### config.mk
export PLATFORM = sky130hd
export DESIGN_NAME = clk_div_prog
export DESIGN_NICKNAME = d
export VERILOG_FILES = /design/src/rtl/clk_div_pkg.sv /design/src/rtl/clk_div_chan.sv /design/src/rtl/clk_div_prog.sv
export SDC_FILE = /design/constraint.sdc
export NUM_CORES = 1
export LEC_CHECK = 0
export ABC_AREA = 1
export CAP_MARGIN = 40
export CORE_UTILIZATION = 30
export CTS_BUF_LIST = sky130_fd_sc_hd__clkbuf_16
export CTS_CLUSTER_DIAMETER = 60
export DETAILED_ROUTE_END_ITERATION = 16
export GPL_ROUTABILITY_DRIVEN = 1
export HOLD_SLACK_MARGIN = 0.05
export PLACE_DENSITY_LB_ADDON = 0.25
export SLEW_MARGIN = 25
export SYNTH_ARGS = -nofsm -noshare
export SYNTH_HDL_FRONTEND = slang
export SYNTH_HIERARCHICAL = 1
export SYNTH_SLANG_ARGS = --single-unit
### constraint.sdc
create_clock -name CLK -period 3.8 [get_ports CLK]
set_input_delay 0.57 -clock CLK [delete_from_list [all_inputs] [get_ports CLK]]
set_output_delay 0.57 -clock CLK [all_outputs]
set_load 0.005 [all_outputs]
### src/rtl/clk_div_pkg.sv
// Shared helpers for the programmable clock divider: channel-select width
// and the per-channel default half-period.
package clk_div_pkg;

    function automatic int ch_width(input int n);
        return (n > 1) ? $clog2(n) : 1;
    endfunction

    // Default H = 2^i keeps channels 0..2 on the legacy /2, /4, /8 ratios;
    // larger indices saturate to the widest half-period the counter holds.
    function automatic int unsigned def_half(input int i, input int cnt_w);
        int unsigned sat;
        int unsigned pow;
        sat = (cnt_w >= 32) ? 32'hFFFF_FFFF : ((32'd1 << cnt_w) - 32'd1);
        if (i >= 32) begin
            return sat;
        end
        pow = 32'd1 << i;
        return (pow > sat) ? sat : pow;
    endfunction

endpackage

### src/rtl/clk_div_chan.sv
// One divider channel: half-period counter, registered clock/tick outputs,
// and a shadow register that is applied only at rising period boundaries.
module clk_div_chan
    import clk_div_pkg::*;
#(
    parameter int CNT_W  = 8,
    parameter int CH_IDX = 0
) (
    input  logic             clk_i,
    input  logic             rst_n_i,
    input  logic             sync_i,
    input  logic             we_i,
    input  logic [CNT_W-1:0] half_i,
    output logic             out_o,
    output logic             tick_o,
    output logic             pend_o
);

    localparam logic [CNT_W-1:0] DEF_HALF = CNT_W'(def_half(CH_IDX, CNT_W));

    logic [CNT_W-1:0] half_q, half_d;
    logic [CNT_W-1:0] shadow_q, shadow_d;
    logic [CNT_W-1:0] cnt_q, cnt_d;
    logic             pend_q, pend_d;
    logic             out_q, out_d;
    logic             tick_q, tick_d;

    always_comb begin
        half_d   = half_q;
        shadow_d = shadow_q;
        pend_d   = pend_q;
        cnt_d    = cnt_q;
        out_d    = out_q;
        tick_d   = 1'b0;

        if (sync_i) begin
            cnt_d = '0;
            out_d = 1'b0;
            if (we_i) begin
                half_d   = half_i;
                shadow_d = half_i;
                pend_d   = 1'b0;
            end else if (pend_q) begin
                half_d = shadow_q;
                pend_d = 1'b0;
            end
        end else if (half_q == '0) begin
            // Stopped: nothing to protect, so new values take effect at once.
            cnt_d = '0;
            out_d = 1'b0;
            if (we_i) begin
                half_d   = half_i;
                shadow_d = half_i;
                pend_d   = 1'b0;
            end else if (pend_q) begin
                half_d = shadow_q;
                pend_d = 1'b0;
            end
        end else begin
            if (cnt_q == half_q - CNT_W'(1)) begin
                cnt_d = '0;
                if (out_q) begin
                    out_d = 1'b0;
                end else begin
                    if (pend_q) begin
                        half_d = shadow_q;
                        pend_d = 1'b0;
                    end
                    // A pending stop suppresses the rise instead of making a runt.
                    if (half_d != '0) begin
                        out_d  = 1'b1;
                        tick_d = 1'b1;
                    end
                end
            end else begin
                cnt_d = cnt_q + CNT_W'(1);
            end
            if (we_i) begin
                shadow_d = half_i;
                pend_d   = 1'b1;
            end
        end
    end

    always_ff @(posedge clk_i) begin
        if (!rst_n_i) begin
            half_q   <= DEF_HALF;
            shadow_q <= DEF_HALF;
            pend_q   <= 1'b0;
            cnt_q    <= '0;
            out_q    <= 1'b0;
            tick_q   <= 1'b0;
        end else begin
            half_q   <= half_d;
            shadow_q <= shadow_d;
            pend_q   <= pend_d;
            cnt_q    <= cnt_d;
            out_q    <= out_d;
            tick_q   <= tick_d;
        end
    end

    assign out_o  = out_q;
    assign tick_o = tick_q;
    assign pend_o = pend_q;

endmodule

### src/rtl/clk_div_prog.sv
// Multi-channel programmable clock divider: decodes config writes to the
// addressed channel and gathers the per-channel outputs.
module clk_div_prog
    import clk_div_pkg::*;
#(
    parameter int  N_CH  = 3,
    parameter int  CNT_W = 8,
    localparam int CH_W  = ch_width(N_CH)
) (
    input  logic             CLK,
    input  logic             reset,
    input  logic             sync,
    input  logic             cfg_we,
    input  logic [CH_W-1:0]  cfg_ch,
    input  logic [CNT_W-1:0] cfg_half,
    output logic [N_CH-1:0]  cfg_pending,
    output logic [N_CH-1:0]  clk_out,
    output logic [N_CH-1:0]  tick
);

    logic [N_CH-1:0] ch_we;

    for (genvar i = 0; i < N_CH; i++) begin : g_ch
        // Out-of-range channel numbers match no entry and are dropped here.
        assign ch_we[i] = cfg_we && (cfg_ch == CH_W'(i));

        clk_div_chan #(
            .CNT_W  (CNT_W),
            .CH_IDX (i)
        ) u_chan (
            .clk_i   (CLK),
            .rst_n_i (reset),
            .sync_i  (sync),
            .we_i    (ch_we[i]),
            .half_i  (cfg_half),
            .out_o   (clk_out[i]),
            .tick_o  (tick[i]),
            .pend_o  (cfg_pending[i])
        );
    end

endmodule

### Word-level counts from Yosys, hierarchy flattened

Index checks and enable logic that the tools add are counted.

* register bits: 81
* bits in latches: 0
* RAM bits: 0
* ROM bits: 0
* bits of input ports: 14
* output and inout bits: 9
* logic and storage cells: 115
* memories: 0

* $add $sub $neg: 6
* multiply operators: 0
* div/mod/pow operators: 0
* order comparisons: 0
* equal/unequal tests: 11
* shift operators: 0
* muxes and demuxes: 45
* bitwise gates (word level): 4
* reductions and logical operators: 31

Operators by type and width (number)
* $mux W8: 30
* $add A8 B1 Y8 const B: 3
* $eq A8 B8 Y1: 3
* $logic_not A8 Y1: 3
* $reduce_bool A8 Y1: 3
* $reduce_or A4 Y1: 6
* $sub A8 B1 Y8 const B: 3
* $mux W1: 15
* $reduce_and A2 Y1: 6
* $ne A3 B3 Y1 const B: 3
* $reduce_bool A3 Y1: 3
* $reduce_or A3 Y1: 3
* $ne A2 B1 Y1 const B: 3
* $reduce_bool A2 Y1: 3
* $not A1 Y1: 4
* $logic_and A1 B1 Y1: 3
* $eq A2 B1 Y1 const B: 1
* $eq A2 B2 Y1 const B: 1
* $logic_not A2 Y1: 1

### Logic depth before layout (Yosys ltp)

Gate-level depths: netlist (run 1).

* word-level depth: 9
* gate-level depth with buffers: 15
* mapped depth without buffers: 15

### Hierarchy

Netlist (run 1), hierarchy kept.

By module, submodules not included
* clk_div_chan at g_ch[2].u_chan: instances 1, cells each 272, area an instance 1716.6 sq um, seq. area each 540.5 sq um
* clk_div_chan at g_ch[0].u_chan: instances 1, cells each 266, area an instance 1705.4 sq um, seq. area each 540.5 sq um
* clk_div_chan at g_ch[1].u_chan: instances 1, cells each 262, area an instance 1646.6 sq um, seq. area each 540.5 sq um
* clk_div_prog: instances 1, cells each 7, area an instance 26.3 sq um, seq. area each 0.0 sq um

### Worst setup path after synthesis (run 1)

No wires, ideal clock.

* kind: reg-to-reg
* start: register g_ch[1].u_chan.half_q[0]
* end: register g_ch[1].u_chan.half_q[2]
* library setup time: 0.113 ns
* arrival time: 1.699 ns
* data required time: 3.687 ns
* path slack: 1.988 ns
* cell stages (with the launch flop): 13
* buffers on the path: 0
* clock period less this slack: 1.812 ns
* path through: dfxtp_1 -> inv_1 -> ha_1 -> xor2_1 -> nand2_1 -> nor2_1 -> nand2_1 -> nor2_1 -> nand3_1 -> nand2_1 -> nand2_1 -> nor2_1 -> nor2_1

* word-level cells in the longest chain between the ends: 4
* elaborated cells on any way between the ends: 8
* classes of those cells: 1 x add/sub; 2 x eq/ne; 2 x mux; 3 x reduce/logical

RTL lines
* start: declaration: line clk_div_chan.sv:21 `logic [CNT_W-1:0] half_q, half_d;`
* start signal: assignment: line clk_div_chan.sv:94 `half_q <= half_d;`
* $sub A8 B1 Y8: line clk_div_chan.sv:60 `if (cnt_q == half_q - CNT_W'(1)) begin`
* $eq A8 B8 Y1: line clk_div_chan.sv:60
* $reduce_bool A3 Y1 (no line)
* $reduce_and A2 Y1 (no line)

Several ways; a longest one is shown, not always the timed one.
A chain may end at the register's enable or synchronous reset.

### Final worst setup path (run 1)

* start: register g_ch[0].u_chan.half_q[0]
* end: register g_ch[0].u_chan.cnt_q[4]

* word-level cells in the longest chain between the ends: 3
* elaborated cells on any way between the ends: 4
* classes of those cells: 1 x add/sub; 1 x eq/ne; 2 x reduce/logical

RTL lines
* start: declaration: line clk_div_chan.sv:21
* start signal: assignment: line clk_div_chan.sv:94
* $sub A8 B1 Y8: line clk_div_chan.sv:60
* $eq A8 B8 Y1: line clk_div_chan.sv:60
* $reduce_or A4 Y1 (no line) *
* end signal: assignment: line clk_div_chan.sv:97 `cnt_q <= cnt_d;`
* end: declaration: line clk_div_chan.sv:23 `logic [CNT_W-1:0] cnt_q, cnt_d;`

Every way passes the cells marked *; elsewhere a longest branch is shown, timed or not.

==> results of run 1 <==
==> state kept, by name, indices dropped and copies added (netlist names) <==
register / flops
g_ch.u_chan/out_o: 3
g_ch.u_chan/cnt_q: 24
g_ch.u_chan/pend_o: 3
g_ch.u_chan/tick_o: 3
g_ch.u_chan/shadow_q: 24
g_ch.u_chan/half_q: 24
==> per-layer routing <==
layer / vias up / part of all wire / track usage
met1: 2181 / 0.53 / 0.2182
met3: 12 / 0.035 / 0.03037
met2: 75 / 0.42 / 0.2322
met5: - / 0 / 0
met4: 0 / 0.014 / 0.05683
li1: 2600 / - / -
==> power breakdown <==
part           internal [uW]  leakage (uW)  switching (uW)
Combinational            303       0.00162             560
Clock                    429      0.000130             352
Sequential               913      0.000658            83.0
==> cells in the final DEF, fill, tap and decap left out, types with 2 or more instances in the layout <==
master,Yosys,layout
nor2_1,101,101
clkbuf_16,0,9
nand2_4,3,3
inv_1,76,77
nand3_1,62,62
o21ai_1,3,3
o211ai_1,3,3
nand3_2,2,2
nand2_1,257,257
nand2_2,11,11
clkinv_2,0,2
buf_4,0,6
o22ai_1,5,5
inv_2,9,9
dfxtp_1,81,81
o21ai_0,45,45
nor2_4,8,8
nand4_1,5,5
xor2_1,16,16
clkdlybuf4s50_1,0,22
a21oi_1,54,54
ha_1,6,6
nor2_2,9,9
clkinv_1,3,7
nor3_1,9,9
xnor2_1,9,9
==> worst max path at each step <==
stage / slack [ns] / from / cells after the start / endpoint
after floorplan: 1.99 / g_ch[1].u_chan/half_q[0] / 12 / g_ch[1].u_chan/half_q[2]
after global placement: 1.16 / cfg_we / 6 / g_ch[1].u_chan/shadow_q[1]
after detailed placement: 1.13 / cfg_we / 11 / g_ch[1].u_chan/half_q[7]
after CTS: 1.44 / g_ch[0].u_chan/half_q[0] / 12 / g_ch[0].u_chan/cnt_q[4]
after global routing: 1.24 / g_ch[0].u_chan/half_q[0] / 12 / g_ch[0].u_chan/cnt_q[2]
final: 1.41 / g_ch[0].u_chan/half_q[0] / 12 / g_ch[0].u_chan/cnt_q[4]
==> area by class of cell <==
cell class	instances	area, sq um
clock buffers	9	225.2
clock inverters	7	28.78
fillers	1870	10870
inverters	88	330.3
multi-input cells	618	2970
flip-flops and latches	81	1622
well taps	220	275.3
repair buffers	28	265.3
==> stage by stage <==
stage | hold WS (ns) | utilization | instances | total power [uW] | area [sq um]
3_5_place_dp | 0.4542 | 0.3290 | 1034 | 1875 | 5455
3_3_place_gp | 0.4477 | 0.3290 | 1034 | 1878 | 5455
6_report | 0.4605 | 0.3447 | 1051 | 2640 | 5717
2_1_floorplan | 0.4292 | - | 807 | 1685 | 5095
4_1_cts | 0.4640 | 0.3443 | 1050 | 2665 | 5709
5_1_grt | 0.4756 | 0.3447 | 1051 | 2839 | 5717
==> worst max-delay path, stage by stage (launching register included) <==
cell     delay, ns
dfxtp_1       0.45
inv_1         0.14
ha_1          0.27
nand2_1       0.13
inv_1         0.07
nand2_2       0.13
nor2_4        0.08
nor2_1        0.12
buf_4         0.22
inv_1         0.07
nor2_1        0.24
nand2_2       0.21
nor3b_2       0.18
==> logic make-up after synthesis <==
logic type	Yosys count	synth area share
fa+ha+maj	6	0.01473
flops	81	0.3183
buf+inv	108	0.09872
simple gates	474	0.4091
xor+xnor	25	0.04298
compound gates	113	0.1162
==> synthesized netlist by cell type, types with 2 or more instances <==
cell	count	area, sq um
o21ai_0	45	225.2
nand2_1	257	964.7
o211ai_1	3	22.52
clkbuf_1	4	15.01
buf_2	2	10.01
nand3_1	62	310.3
o21ai_1	3	15.01
nand4_1	5	31.28
clkinv_1	3	11.26
nor2_4	8	90.09
inv_2	9	33.78
nand2_4	3	33.78
nand2_2	11	68.82
o22ai_1	5	31.28
clkbuf_2	3	15.01
ha_1	6	75.07
nand3_2	2	20.02
nor2_1	101	379.1
xor2_1	16	140.1
buf_6	7	78.83
dfxtp_1	81	1622
xnor2_1	9	78.83
a21oi_1	54	270.3
inv_1	76	285.3
clkbuf_8	3	41.29
nor2_2	9	56.30
nor3_1	9	45.04
==> metrics.txt, run 1 <==
reg-to-reg slack, setup 1.41 ns; Final Hold Vio Count 0; Rel. slew slack 0.5630; share of cells above drive strength 1 0.07702; Syn Inst Count 807; critical path endpoint category register; Worst R2R Path Depth 12; initial core utilization 0.3072; Worst-Margin Slew 0.6534 ns; status finished, final reports clean; std cell rows 47; gpl congestion 0.8296; Setup crit start kind register; dpl hpwl 9.655 mm; Mapped Nets 827; area of the core 16580 sq um; CTS clk-pin slew, worst paths 0.06 ns; Place WS 1.127 ns; Pleak 0.002411 uW; Hold Crit Start g_ch[2].u_chan/shadow_q[4]; antenna violations before repair 0; fmax 417.6 MHz; I/O pin total 23; post-synthesis sequential area ratio 0.3183; Avg WL per Cell 12.22 microns; CP Class register to register; WL final 12.85 mm; number of global-route vias before repair 4413; required time of the worst setup path 4.08 ns; Final Setup Violations 0; number of synthesized flops with an enable pin 0; setup ws final 1.405 ns; area delta synth->final 12.21%; Max Root-Sink Buffers 2; PD cells 461.7 nW/um^2; initial drt markers 301; total CTS buffers 9; fin nets 846; Post-CTS Setup Bufs 0; Via density 4.632; 1st-pass router iterations 5; Slew Limit Fails 0; Synth warnings 6; Post-DRT Antenna Nets 0; fin crit period 2.395 ns; post-CTS sizing 0; Die ar. 17510 sq um; first-pass GRT wire length 21.62 mm; gr ovfl total 0; clock root buffer clkbuf_16; Via Count 4868; Hold Path Sink g_ch[2].u_chan/shadow_q[4]; Synth Cell Area 5095 sq um; Die H 132.3 microns; Max Cap Violations 0; origin of the critical flop-to-flop path g_ch[0].u_chan/half_q[0]; hold path depth 2; Yosys cell types 38; Die Wd 132.3 microns; Max IR drop VDD 0.2527 mV; largest net degree at the start of global routing 19; CP max FO 11; reg-to-reg endpoint g_ch[0].u_chan/cnt_q[4]; Clock Sinks 81; Buffers on Ports 22; Top FF cell, synth dfxtp_1; GRT Util Overall 0.1548; Syn Area/Cell 6.313 sq um; setup TNS 0 ns; Clock Latency Late Sink 0.35 ns; drc violations 0; Yosys reg bits 81; ys async rst share 0; Worst Path Arrival 2.68 ns; Tcrit/Tclk final 0.6302; RSZ-0062 raised after global routing false; Worst Hold Class register to register; H-tree levels 3; clk_skew 0.004361 ns; TritonCTS clock tree yes; ANT cells 0; # hold bufs at CTS 0
No activity file was read; power rests on OpenSTA's default activity.
==> inputs of run 2 (changes only) <==
clock period = 2.4 ns   (was 3.8 ns; I/O delays follow)
==> metrics.txt, run 2 (synthesis results as in run 1) <==
status finished, final reports clean; CP max FO 6 (-5); Max IR drop VDD 0.5173 mV (+100%); gr ovfl total 0 (unchanged); Switch Pwr 1610 uW (+62%); Final Hold Vio Count 0 (unchanged); number of global-route vias before repair 4568 (+3.5%); Pleak 0.002476 uW (+2.7%); Final Util 0.3518 (+0.007092); Clock power frac 0.334 (+0.038); I/O pin total 23 (unchanged); Rel. slew slack 0.6043 (+0.04125); first-pass GRT wire length 22.17 mm (+2.5%); RSZ-0062 raised after global routing false; fin nets 854 (+0.95%); required time of the worst setup path 2.65 ns (-1.43 ns); most frequent cells in the layout nand2_1, nor2_1, dfxtp_1; total CTS buffers 9 (unchanged); clk_skew 0.007591 ns (+0.003230 ns); Tcrit/Tclk final 0.8941 (+0.2639); PD cells 763.1 nW/um^2 (+65%); met1 GRT Util 0.2216 (+0.003437); Die ar. 17510 sq um (unchanged); routing usage on met2 0.2424 (+0.01023); std cell rows 47 (unchanged); Logic pwr share 0.314 (-0.013); 1st-pass router iterations 5 (unchanged); CTS clk-pin slew, worst paths 0.06 ns (about the same); Setup crit start kind register; fin crit period 2.146 ns (-0.2491 ns); Via Count 4883 (+0.31%); Post-DRT Antenna Nets 0 (unchanged); Largest regs g_ch.u_chan/cnt_q x24, g_ch.u_chan/half_q x24, g_ch.u_chan/shadow_q x24; Slew Limit Fails 0 (unchanged); dpl hpwl 9.996 mm (+3.5%); Worst Hold Class register to register; drc violations 0 (unchanged); Final Setup Violations 0 (unchanged); Clock Latency Late Sink 0.34 ns (about the same); WL final 13.07 mm (+1.7%); initial drt markers 281 (-6.6%); # hold bufs at CTS 0 (unchanged); Via density 4.611 (-0.45%); antenna violations before repair 0 (unchanged); ANT cells 0 (unchanged); largest net degree at the start of global routing 19 (unchanged); Die H 132.3 microns (unchanged); initial core utilization 0.3072 (unchanged); fmax 466.0 MHz (+12%); H-tree levels 3 (unchanged); Avg WL per Cell 12.34 microns (+0.97%); GR Layer Usage met3 0.02038 (-0.009996); GRT Util Overall 0.1573 (+0.002519); Max Cap Violations 0 (unchanged); Max Root-Sink Buffers 2 (unchanged); GR peak layer met2; CP Class register to register; critical path endpoint category register; Worst-Margin Slew 0.5928 ns (-0.06064 ns); clock root buffer clkbuf_16; area delta synth->final 14.51%; Die Wd 132.3 microns (unchanged); area of the core 16580 sq um (unchanged); Sw Share 0.3617 (-0.01528); part of the power in registers 0.353 (-0.024); Worst Path Arrival 2.39 ns (-0.29 ns); post-CTS sizing 0 (unchanged); gpl congestion 0.8404 (+1.3%); Clock Sinks 81 (unchanged); setup TNS 0 ns (unchanged); Post-CTS Setup Bufs 0 (unchanged); TritonCTS clock tree yes; commonest non-fill, non-tap cell in the layout nand2_1; Buffers on Ports 22 (unchanged); share of cells above drive strength 1 0.09058 (+0.01357); Pint 2842 uW (+73%)
==> run 2: changes by cell type in the layout (fill, tap and decap cells not counted), sizes merged <==
| cell | delta |
|---|---|
| clkinvlp | +1 |
| clkinv | -3 |
| bufinv | +2 |
| buf | +8 |
==> run 2: area by class of cell <==
cell class | count | area, sq um
fillers | 1869 | 10750
multi-input cells | 618 | 2970
flip-flops and latches | 81 | 1622
inverters | 88 | 330.3
repair buffers | 36 | 325.3
well taps | 220 | 275.3
clock buffers | 9 | 225.2
clock inverters | 7 | 86.33
==> run 2: power by group through the flow <==
stage,clock (uW),combinational [uW],sequential [uW]
floorplan,0,1110,1560
global placement,0,1400,1600
detailed placement,0,1390,1600
CTS,1520,1400,1570
global route,1580,1600,1590
finish,1490,1400,1570
==> run 2: worst paths after layout <==
path              cells after the start                         end  slack (ns)                        from
setup / recovery                     12    g_ch[1].u_chan/half_q[2]        0.25    g_ch[1].u_chan/half_q[0]
hold reg to reg                       2  g_ch[0].u_chan/shadow_q[2]        0.46  g_ch[0].u_chan/shadow_q[2]
hold / removal                        2  g_ch[0].u_chan/shadow_q[2]        0.46  g_ch[0].u_chan/shadow_q[2]
setup reg to reg                     12    g_ch[1].u_chan/half_q[2]        0.25    g_ch[1].u_chan/half_q[0]
==> run 2: through the flow <==
step / total power, uW / area, sq um / setup WS, ns / cells / hold slack [ns]
floorplan: 2668 / 5095 / 0.5878 / 807 / 0.4292
global placement: 2995 / 5523 / 0.2776 / 1043 / 0.4490
detailed placement: 2989 / 5523 / 0.2703 / 1043 / 0.4535
CTS: 4491 / 5834 / 0.2355 / 1059 / 0.4660
global route: 4762 / 5834 / 0.05938 / 1059 / 0.4895
finish: 4452 / 5834 / 0.2541 / 1059 / 0.4632
==> run 2: per-layer routing <==
metal	wire length [microns]	part of all wire
met1	6815	0.52
met2	5667	0.43
met3	390	0.030
met4	197	0.015
met5	0	0
==> run 2: critical path, cell delays in order (launching register included) <==
cell     delay (ns)
dfxtp_1        0.43
inv_1          0.13
ha_1           0.32
xor2_1         0.16
nand2_1        0.08
nor2_1         0.10
nand2_1        0.07
nor2_1         0.17
nand3_1        0.17
nand2_1        0.16
nand2_1        0.12
nor2_1         0.11
nor2_1         0.05
